$ cat config.mk
export PLATFORM = sky130hd
export DESIGN_NAME = tlb_op_unit_flat
export DESIGN_NICKNAME = d
export VERILOG_FILES = /design/src/rtl/tlb_op_unit_pkg.sv /design/src/rtl/tlb_op_unit_if.sv /design/src/rtl/tlb_op_unit_fill_idx.sv /design/src/rtl/tlb_op_unit.sv /design/src/flat_wrapper.sv
export SDC_FILE = /design/constraint.sdc
export NUM_CORES = 1
export LEC_CHECK = 0
export BUFFER_PORTS_ARGS = -buffer_cell sky130_fd_sc_hd__buf_4
export CAP_MARGIN = 20
export CORE_AREA = 3 3 211 213
export CTS_BUF_LIST = sky130_fd_sc_hd__clkbuf_8
export CTS_CLUSTER_DIAMETER = 150
export DETAILED_ROUTE_END_ITERATION = 16
export DIE_AREA = 0 0 214 216
export HOLD_SLACK_MARGIN = 0.02
export PLACE_DENSITY = 0.51
export RECOVER_POWER = 25
export SETUP_SLACK_MARGIN = 0.2
export SLEW_MARGIN = 20
export SYNTH_ARGS = -nofsm -noshare
export SYNTH_HDL_FRONTEND = slang
export SYNTH_SLANG_ARGS = --single-unit
$ cat constraint.sdc
create_clock -name clk -period 1.7 [get_ports clk]
set_input_delay 0.085 -clock clk [delete_from_list [all_inputs] [get_ports clk]]
set_output_delay 0.085 -clock clk [all_outputs]
set_load 0.005 [all_outputs]
$ cat src/rtl/tlb_op_unit_pkg.sv
// Shared MMU types for the TLB management sequencer: entry layout, op codes,
// FSM states and default table geometry.
package tlb_op_unit_pkg;

  localparam int TLBNUM_DEF   = 16;
  localparam int TLBIDLEN_DEF = 4;

  localparam logic [5:0] ECODE_TLBR = 6'h3f;
  localparam logic [4:0] INV_OP_MAX = 5'd6;

  typedef enum logic [2:0] {
    OP_SRCH = 3'd0,
    OP_RD   = 3'd1,
    OP_WR   = 3'd2,
    OP_FILL = 3'd3,
    OP_INV  = 3'd4
  } tlb_op_t;

  typedef enum logic [2:0] {
    S_IDLE,
    S_SRCH,
    S_RD,
    S_WR,
    S_INV,
    S_RESP
  } tlb_op_state_t;

  typedef struct packed {
    logic [18:0] vppn;
    logic [5:0]  ps;
    logic        g;
    logic [9:0]  asid;
    logic        e;
    logic [19:0] ppn0;
    logic [1:0]  plv0;
    logic [1:0]  mat0;
    logic        d0;
    logic        v0;
    logic [19:0] ppn1;
    logic [1:0]  plv1;
    logic [1:0]  mat1;
    logic        d1;
    logic        v1;
  } tlb_entry_t;

  typedef struct packed {
    logic                    hit;
    logic [TLBIDLEN_DEF-1:0] index;
  } tlb_result_t;

endpackage

$ cat src/rtl/tlb_op_unit_if.sv
// Request/response channel between the CSR stage and the TLB op sequencer.
interface tlb_op_unit_if #(
  parameter int TLBIDLEN = 4
);
  import tlb_op_unit_pkg::*;

  logic                req_valid;
  logic                req_ready;
  tlb_op_t             req_op;
  tlb_entry_t          req_entry;
  logic [TLBIDLEN-1:0] req_index;
  logic                req_ne;
  logic                req_refill;
  logic [18:0]         req_vppn;
  logic [9:0]          req_asid;
  logic [4:0]          req_inv_op;
  logic [9:0]          req_inv_asid;
  logic [31:0]         req_inv_va;
  logic                flush;

  logic                resp_valid;
  logic                resp_hit;
  logic [TLBIDLEN-1:0] resp_index;
  tlb_entry_t          resp_entry;
  logic                resp_inv_err;

  modport master (
    output req_valid, req_op, req_entry, req_index, req_ne, req_refill,
           req_vppn, req_asid, req_inv_op, req_inv_asid, req_inv_va, flush,
    input  req_ready, resp_valid, resp_hit, resp_index, resp_entry, resp_inv_err
  );

  modport slave (
    input  req_valid, req_op, req_entry, req_index, req_ne, req_refill,
           req_vppn, req_asid, req_inv_op, req_inv_asid, req_inv_va, flush,
    output req_ready, resp_valid, resp_hit, resp_index, resp_entry, resp_inv_err
  );

endinterface

$ cat src/rtl/tlb_op_unit_fill_idx.sv
// Free-running FILL replacement index; kept separate so the policy can become
// an LFSR without touching the sequencer.
module tlb_fill_idx #(
  parameter int TLBNUM   = 16,
  parameter int TLBIDLEN = 4
) (
  input  logic                clk,
  input  logic                rst_n,
  output logic [TLBIDLEN-1:0] idx_o
);

  logic [TLBIDLEN-1:0] cnt_q, cnt_d;

  always_comb begin
    cnt_d = cnt_q + TLBIDLEN'(1);
    if (cnt_q == TLBIDLEN'(TLBNUM - 1)) cnt_d = '0;
  end

  always_ff @(posedge clk or negedge rst_n) begin
    if (!rst_n) cnt_q <= '0;
    else        cnt_q <= cnt_d;
  end

  assign idx_o = cnt_q;

endmodule

$ cat src/rtl/tlb_op_unit.sv
// Sequencer for TLBSRCH/TLBRD/TLBWR/TLBFILL/INVTLB sitting in front of tlb_top;
// one operation in flight, single-beat response back to the CSR stage.
module tlb_op_unit
  import tlb_op_unit_pkg::*;
#(
  parameter int TLBNUM   = TLBNUM_DEF,
  parameter int TLBIDLEN = TLBIDLEN_DEF
) (
  input  logic                clk,
  input  logic                rst_n,
  tlb_op_unit_if.slave        bus,
  output logic                srch_sel_o,
  output logic [18:0]         srch_vppn_o,
  output logic [9:0]          srch_asid_o,
  input  logic                srch_ok_i,
  input  logic                srch_found_i,
  input  logic [TLBIDLEN-1:0] srch_index_i,
  output logic                we_o,
  output logic [TLBIDLEN-1:0] w_index_o,
  output tlb_entry_t          w_entry_o,
  output logic [TLBIDLEN-1:0] r_index_o,
  input  tlb_entry_t          r_entry_i,
  output logic                invtlb_valid_o,
  output logic [4:0]          invtlb_op_o,
  output logic [9:0]          invtlb_asid_o,
  output logic [31:0]         invtlb_va_o
);

  tlb_op_state_t       state_q, state_d;
  tlb_entry_t          entry_q, entry_d;
  logic [TLBIDLEN-1:0] index_q, index_d;
  logic [18:0]         vppn_q, vppn_d;
  logic [9:0]          asid_q, asid_d;
  logic [4:0]          inv_op_q, inv_op_d;
  logic [9:0]          inv_asid_q, inv_asid_d;
  logic [31:0]         inv_va_q, inv_va_d;
  logic                hit_q, hit_d;
  logic [TLBIDLEN-1:0] rindex_q, rindex_d;
  tlb_entry_t          rentry_q, rentry_d;
  logic                inv_err_q, inv_err_d;
  logic [TLBIDLEN-1:0] fill_idx;
  logic                accept;

  tlb_fill_idx #(.TLBNUM(TLBNUM), .TLBIDLEN(TLBIDLEN)) u_fill_idx (
    .clk   (clk),
    .rst_n (rst_n),
    .idx_o (fill_idx)
  );

  assign accept = bus.req_valid & bus.req_ready & ~bus.flush;

  always_comb begin
    state_d    = state_q;
    entry_d    = entry_q;
    index_d    = index_q;
    vppn_d     = vppn_q;
    asid_d     = asid_q;
    inv_op_d   = inv_op_q;
    inv_asid_d = inv_asid_q;
    inv_va_d   = inv_va_q;
    hit_d      = hit_q;
    rindex_d   = rindex_q;
    rentry_d   = rentry_q;
    inv_err_d  = inv_err_q;
    unique case (state_q)
      S_IDLE: begin
        if (accept) begin
          // FILL resolves its target slot now, so later counter motion is irrelevant
          entry_d    = bus.req_entry;
          entry_d.e  = bus.req_refill | ~bus.req_ne;
          index_d    = (bus.req_op == OP_FILL) ? fill_idx : bus.req_index;
          vppn_d     = bus.req_vppn;
          asid_d     = bus.req_asid;
          inv_op_d   = bus.req_inv_op;
          inv_asid_d = bus.req_inv_asid;
          inv_va_d   = bus.req_inv_va;
          unique case (bus.req_op)
            OP_SRCH:       state_d = S_SRCH;
            OP_RD:         state_d = S_RD;
            OP_WR, OP_FILL: state_d = S_WR;
            OP_INV:        state_d = S_INV;
            default:       state_d = S_IDLE;
          endcase
        end
      end
      S_SRCH: begin
        if (bus.flush) begin
          state_d = S_IDLE;
        end else if (srch_ok_i) begin
          hit_d     = srch_found_i;
          rindex_d  = srch_index_i;
          inv_err_d = 1'b0;
          state_d   = S_RESP;
        end
      end
      S_RD: begin
        if (bus.flush) begin
          state_d = S_IDLE;
        end else begin
          hit_d     = r_entry_i.e;
          rindex_d  = index_q;
          rentry_d  = r_entry_i.e ? r_entry_i : '0;
          inv_err_d = 1'b0;
          state_d   = S_RESP;
        end
      end
      S_WR: begin
        inv_err_d = 1'b0;
        state_d   = S_RESP;
      end
      S_INV: begin
        inv_err_d = (inv_op_q > INV_OP_MAX);
        state_d   = S_RESP;
      end
      S_RESP:  state_d = S_IDLE;
      default: state_d = S_IDLE;
    endcase
  end

  always_ff @(posedge clk or negedge rst_n) begin
    if (!rst_n) begin
      state_q    <= S_IDLE;
      entry_q    <= '0;
      index_q    <= '0;
      vppn_q     <= '0;
      asid_q     <= '0;
      inv_op_q   <= '0;
      inv_asid_q <= '0;
      inv_va_q   <= '0;
      hit_q      <= 1'b0;
      rindex_q   <= '0;
      rentry_q   <= '0;
      inv_err_q  <= 1'b0;
    end else begin
      state_q    <= state_d;
      entry_q    <= entry_d;
      index_q    <= index_d;
      vppn_q     <= vppn_d;
      asid_q     <= asid_d;
      inv_op_q   <= inv_op_d;
      inv_asid_q <= inv_asid_d;
      inv_va_q   <= inv_va_d;
      hit_q      <= hit_d;
      rindex_q   <= rindex_d;
      rentry_q   <= rentry_d;
      inv_err_q  <= inv_err_d;
    end
  end

  // Strobes decode registered state only, so reset kills them immediately
  assign bus.req_ready    = (state_q == S_IDLE);
  assign bus.resp_valid   = (state_q == S_RESP);
  assign bus.resp_hit     = hit_q;
  assign bus.resp_index   = rindex_q;
  assign bus.resp_entry   = rentry_q;
  assign bus.resp_inv_err = inv_err_q;

  assign srch_sel_o     = (state_q == S_SRCH);
  assign srch_vppn_o    = vppn_q;
  assign srch_asid_o    = asid_q;
  assign we_o           = (state_q == S_WR);
  assign w_index_o      = index_q;
  assign w_entry_o      = entry_q;
  assign r_index_o      = index_q;
  assign invtlb_valid_o = (state_q == S_INV) && (inv_op_q <= INV_OP_MAX);
  assign invtlb_op_o    = inv_op_q;
  assign invtlb_asid_o  = inv_asid_q;
  assign invtlb_va_o    = inv_va_q;

endmodule

$ cat src/flat_wrapper.sv
// flat-port wrapper written by rule: the top's interface ports become plain ports
module tlb_op_unit_flat import tlb_op_unit_pkg::*;
#(
  parameter int TLBNUM   = TLBNUM_DEF,
  parameter int TLBIDLEN = TLBIDLEN_DEF
)
  (clk, rst_n, srch_sel_o, srch_vppn_o, srch_asid_o, srch_ok_i, srch_found_i, srch_index_i, we_o, w_index_o, w_entry_o, r_index_o, r_entry_i, invtlb_valid_o, invtlb_op_o, invtlb_asid_o, invtlb_va_o, bus_req_valid, bus_req_op, bus_req_entry, bus_req_index, bus_req_ne, bus_req_refill, bus_req_vppn, bus_req_asid, bus_req_inv_op, bus_req_inv_asid, bus_req_inv_va, bus_flush, bus_req_ready, bus_resp_valid, bus_resp_hit, bus_resp_index, bus_resp_entry, bus_resp_inv_err);
  tlb_op_unit_if #(.TLBIDLEN(TLBIDLEN)) bus_i ();
  input  logic clk;
  input  logic rst_n;
  output logic srch_sel_o;
  output logic [18:0] srch_vppn_o;
  output logic [9:0] srch_asid_o;
  input  logic srch_ok_i;
  input  logic srch_found_i;
  input  logic [TLBIDLEN-1:0] srch_index_i;
  output logic we_o;
  output logic [TLBIDLEN-1:0] w_index_o;
  output tlb_entry_t w_entry_o;
  output logic [TLBIDLEN-1:0] r_index_o;
  input  tlb_entry_t r_entry_i;
  output logic invtlb_valid_o;
  output logic [4:0] invtlb_op_o;
  output logic [9:0] invtlb_asid_o;
  output logic [31:0] invtlb_va_o;
  input wire logic [$bits(bus_i.req_valid)-1:0] bus_req_valid;
  input wire logic [$bits(bus_i.req_op)-1:0] bus_req_op;
  input wire logic [$bits(bus_i.req_entry)-1:0] bus_req_entry;
  input wire logic [$bits(bus_i.req_index)-1:0] bus_req_index;
  input wire logic [$bits(bus_i.req_ne)-1:0] bus_req_ne;
  input wire logic [$bits(bus_i.req_refill)-1:0] bus_req_refill;
  input wire logic [$bits(bus_i.req_vppn)-1:0] bus_req_vppn;
  input wire logic [$bits(bus_i.req_asid)-1:0] bus_req_asid;
  input wire logic [$bits(bus_i.req_inv_op)-1:0] bus_req_inv_op;
  input wire logic [$bits(bus_i.req_inv_asid)-1:0] bus_req_inv_asid;
  input wire logic [$bits(bus_i.req_inv_va)-1:0] bus_req_inv_va;
  input wire logic [$bits(bus_i.flush)-1:0] bus_flush;
  output wire logic [$bits(bus_i.req_ready)-1:0] bus_req_ready;
  output wire logic [$bits(bus_i.resp_valid)-1:0] bus_resp_valid;
  output wire logic [$bits(bus_i.resp_hit)-1:0] bus_resp_hit;
  output wire logic [$bits(bus_i.resp_index)-1:0] bus_resp_index;
  output wire logic [$bits(bus_i.resp_entry)-1:0] bus_resp_entry;
  output wire logic [$bits(bus_i.resp_inv_err)-1:0] bus_resp_inv_err;
  assign bus_i.req_valid = bus_req_valid;
  assign bus_i.req_op = bus_req_op;
  assign bus_i.req_entry = bus_req_entry;
  assign bus_i.req_index = bus_req_index;
  assign bus_i.req_ne = bus_req_ne;
  assign bus_i.req_refill = bus_req_refill;
  assign bus_i.req_vppn = bus_req_vppn;
  assign bus_i.req_asid = bus_req_asid;
  assign bus_i.req_inv_op = bus_req_inv_op;
  assign bus_i.req_inv_asid = bus_req_inv_asid;
  assign bus_i.req_inv_va = bus_req_inv_va;
  assign bus_i.flush = bus_flush;
  assign bus_req_ready = bus_i.req_ready;
  assign bus_resp_valid = bus_i.resp_valid;
  assign bus_resp_hit = bus_i.resp_hit;
  assign bus_resp_index = bus_i.resp_index;
  assign bus_resp_entry = bus_i.resp_entry;
  assign bus_resp_inv_err = bus_i.resp_inv_err;
  tlb_op_unit #(.TLBNUM(TLBNUM), .TLBIDLEN(TLBIDLEN)) u_core (.clk(clk), .rst_n(rst_n), .bus(bus_i), .srch_sel_o(srch_sel_o), .srch_vppn_o(srch_vppn_o), .srch_asid_o(srch_asid_o), .srch_ok_i(srch_ok_i), .srch_found_i(srch_found_i), .srch_index_i(srch_index_i), .we_o(we_o), .w_index_o(w_index_o), .w_entry_o(w_entry_o), .r_index_o(r_index_o), .r_entry_i(r_entry_i), .invtlb_valid_o(invtlb_valid_o), .invtlb_op_o(invtlb_op_o), .invtlb_asid_o(invtlb_asid_o), .invtlb_va_o(invtlb_va_o));
endmodule
==> metrics <==
Leak=9.91 nW; worst hold start=bus_req_entry[4]; Hold/Removal Path Class=input port to flip-flop; final cell count without fillers=2,373; cts bufs inserted=50; unrepaired setup endpoints after global routing=yes; site row count=76; Clk Latency, worst-skew pair=0.59 ns; Synth Instances=822; overall power=0.0294 W; register area=6780 um2; drt total wl=40,400 um; Hold Vio Cnt, Final=0; most frequent cells in the layout=buf_4 (562), dlygate4sd3_1 (325), dfrtp_1 (270); area grow syn2layout=95.3%; slowest CP cell=dfrtp_1; fin nets=2,025; Hold Path Depth=3; dpl cell area=15,400 um2; largest net degree at the start of global routing=67; antenna violation net count after detailed routing=0; Port Buffers=544; CP cell instances=buf_4 -> buf_8 -> nor3b_4 -> buf_6 -> mux2_4 -> mux2_4; GRT Util Overall=17.4%; Placed Instances=1,925; clock transition at the registers of the reported paths=0.06 ns; vias in the first global route=11,300; final setup fails=84; # fillers=3,927; Multi-input gate area=3660 um2; CP max stage delay=0.40 ns; placer congestion estimate=0.784; Longest Clk Path Bufs=3; Design Area, Final=20,500 um2; status=complete, but fails checks; Cell variety after synth=37; DIE WIDTH=214 um; Vias/cell=4.19; Initial DRC Count=476; Pwr Density=1440 nW/um2; Rel. slew slack=47.8%; CP Class=flip-flop to flip-flop; ratio of final minimum period to clock period=103%; #FFs+latches synth=271; Mapped Area=10,500 um2; Ports=546; Worst EP arrival=2.23 ns; ys flop type=dfrtp_1; most used cell, CP=mux2_4; syn_area_per_cell=12.8 um2; met2 GRT Util=30.9%; htree depth=2; busiest grt layer=met2; CTS tree=yes; CP Launch Type=flip-flop; CP required=2.19 ns; RR Endpoint=u_core.bus.resp_index[2]; MaxCap Viol Count=0; Hold EP=u_core.w_entry_o[4]; r2r setup slk=-0.05 ns; layout cells sized above 1=48.1%; pre-CTS setup slack=-0.0589 ns; Sink Count=271; critical path fanouts, max=7; RR Startpoint=u_core.state_q[2]; worst vdd rail ir drop=0.837 mV; residual DRC count=0; most common cell after layout, fill and taps aside=buf_4; Synthesized Nets=1,096; crit end category=flip-flop; Post-synth EDFFs=0; FMAX=573 MHz; drt first pass iters=4; die height=216 um; met1 Track Usage GR=19.9%; Worst Max-Slew Pin Slew=0.782 ns; HPWL after DPL=26,400 um; final worst path period need=1.75 ns; post-synthesis sequential area ratio=64.6%; first-pass GRT wire length=63,900 um; max-slew violation count=0; initial antenna violation count=2; Layout Skew=0.0159 ns; failing checks=setup timing; setup ws final=-0.0452 ns; Core ar.=42,900 um2; clk root buf=clkbuf_8; fin util=47.8%; die area=46,200 um2; DR WL/cell=17.0 um; gr ovfl total=0; Synth Warn #=0; worst path bufs/invs=3; ys async rst share=100%; R2R depth=6; Starting Density=24.5%; crit-path leading delay family=multiplexers; met3 usage=4.75%; Vias=9,949
-- how the worst max path moves through the flow --
stage	startpoint	slack (ns)	cells past startpoint	end
finish	u_core.state_q[2]	-0.05	6	u_core.bus.resp_index[2]
global route	u_core.state_q[2]	-0.13	6	u_core.invtlb_va_o[22]
CTS	u_core.invtlb_op_o[2]	-0.09	3	invtlb_valid_o
detailed placement	u_core.state_q[0]	-0.06	4	u_core.bus.resp_entry[48]
global placement	u_core.state_q[0]	-0.01	4	u_core.bus.resp_entry[49]
floorplan	u_core.state_q[0]	0.05	5	u_core.bus.resp_entry[52]
-- routing by layer --
layer | routed length [um] | vias to the layer above
met4 | 1260 | 0
met2 | 20700 | 364
met3 | 2630 | 87
met5 | 0 | -
met1 | 15800 | 4833
li1 | - | 4665
-- Yosys cell counts (all sizes together) (2+ instances only) --
library cell	count	area share, %
clkbuf	31	1.1
inv	3	0.11
dfrtp	271	65
o21ai	90	4.3
mux2i	4	0.38
a31oi	5	0.30
nand3b	3	0.21
nand2b	2	0.12
and3	2	0.12
a21oi	7	0.33
mux2	175	19
buf	26	1.4
nor3b	3	0.26
nor2b	2	0.12
nor2	3	0.11
nand2	180	6.4
-- cell families (layout without fill, tap and decap cells) --
kind of cell / Yosys count / after routing / synth area share (%)
flip-flops: 271 / 271 / 64.6
AND/OR/NAND/NOR: 199 / 200 / 7.63
multiplexers: 179 / 179 / 19.2
AO/OA/AOI/OAI: 111 / 111 / 5.70
buffers and inverters: 60 / 1023 / 2.61
adder cells (fa/ha/maj): 1 / 1 / 0.119
XOR/XNOR: 1 / 1 / 0.0835
other: 0 / 2 / 0
-- tightest hold or removal path: stages --
cell and delay, ns:
dlygate4sd3_1 0.52, buf_4 0.09, mux2_2 0.12
-- flip-flops by register name (all words and copies together) (netlist names) --
| register | cells |
|---|---|
| u_core.bus.resp_entry | 89 |
| u_core.bus.resp_hit | 1 |
| u_core.bus.resp_index | 4 |
| u_core.bus.resp_inv_err | 1 |
| u_core.invtlb_asid_o | 10 |
| u_core.invtlb_op_o | 5 |
| u_core.invtlb_va_o | 32 |
| u_core.r_index_o | 4 |
| u_core.srch_asid_o | 10 |
| u_core.srch_vppn_o | 19 |
| u_core.state_q | 3 |
| u_core.u_fill_idx.idx_o | 4 |
| u_core.w_entry_o | 89 |
-- metrics by stage --
stage	setup TNS (ns)	hold slack [ns]
after floorplan	0	-0.211
after global placement	-0.0689	0.0417
after detailed placement	-0.475	0.0418
after CTS	-3.50	0.170
after global routing	-14.54	0.204
final	-1.10	0.256
-- area by class of cell --
| class | instances | share of cell area [%] |
|---|---|---|
| antenna | 2 | 0.0244 |
| timing repair buffer | 933 | 40.5 |
| clock buffer | 61 | 4.10 |
| clock inverter | 26 | 0.800 |
| sequential | 271 | 33.1 |
| inverter | 3 | 0.0672 |
| tap | 585 | 3.57 |
| multi-input combinational | 492 | 17.9 |
-- timing repair --
action,CTS,global route
setup buffers,17,4
cloned,12,1
endpoints found under the setup margin,259,270
hold endpoints to repair,538,0
gates resized for setup,70,9
pin swaps,8,4
hold buffers,325,0
-- report_power, final --
group | internal (W) | switching (W)
Clock | 0.00352 | 0.00278
Sequential | 0.00942 | 0.00173
Combinational | 0.00764 | 0.00434
Total | 0.0206 | 0.00885
(Power assumes the default switching activity.)
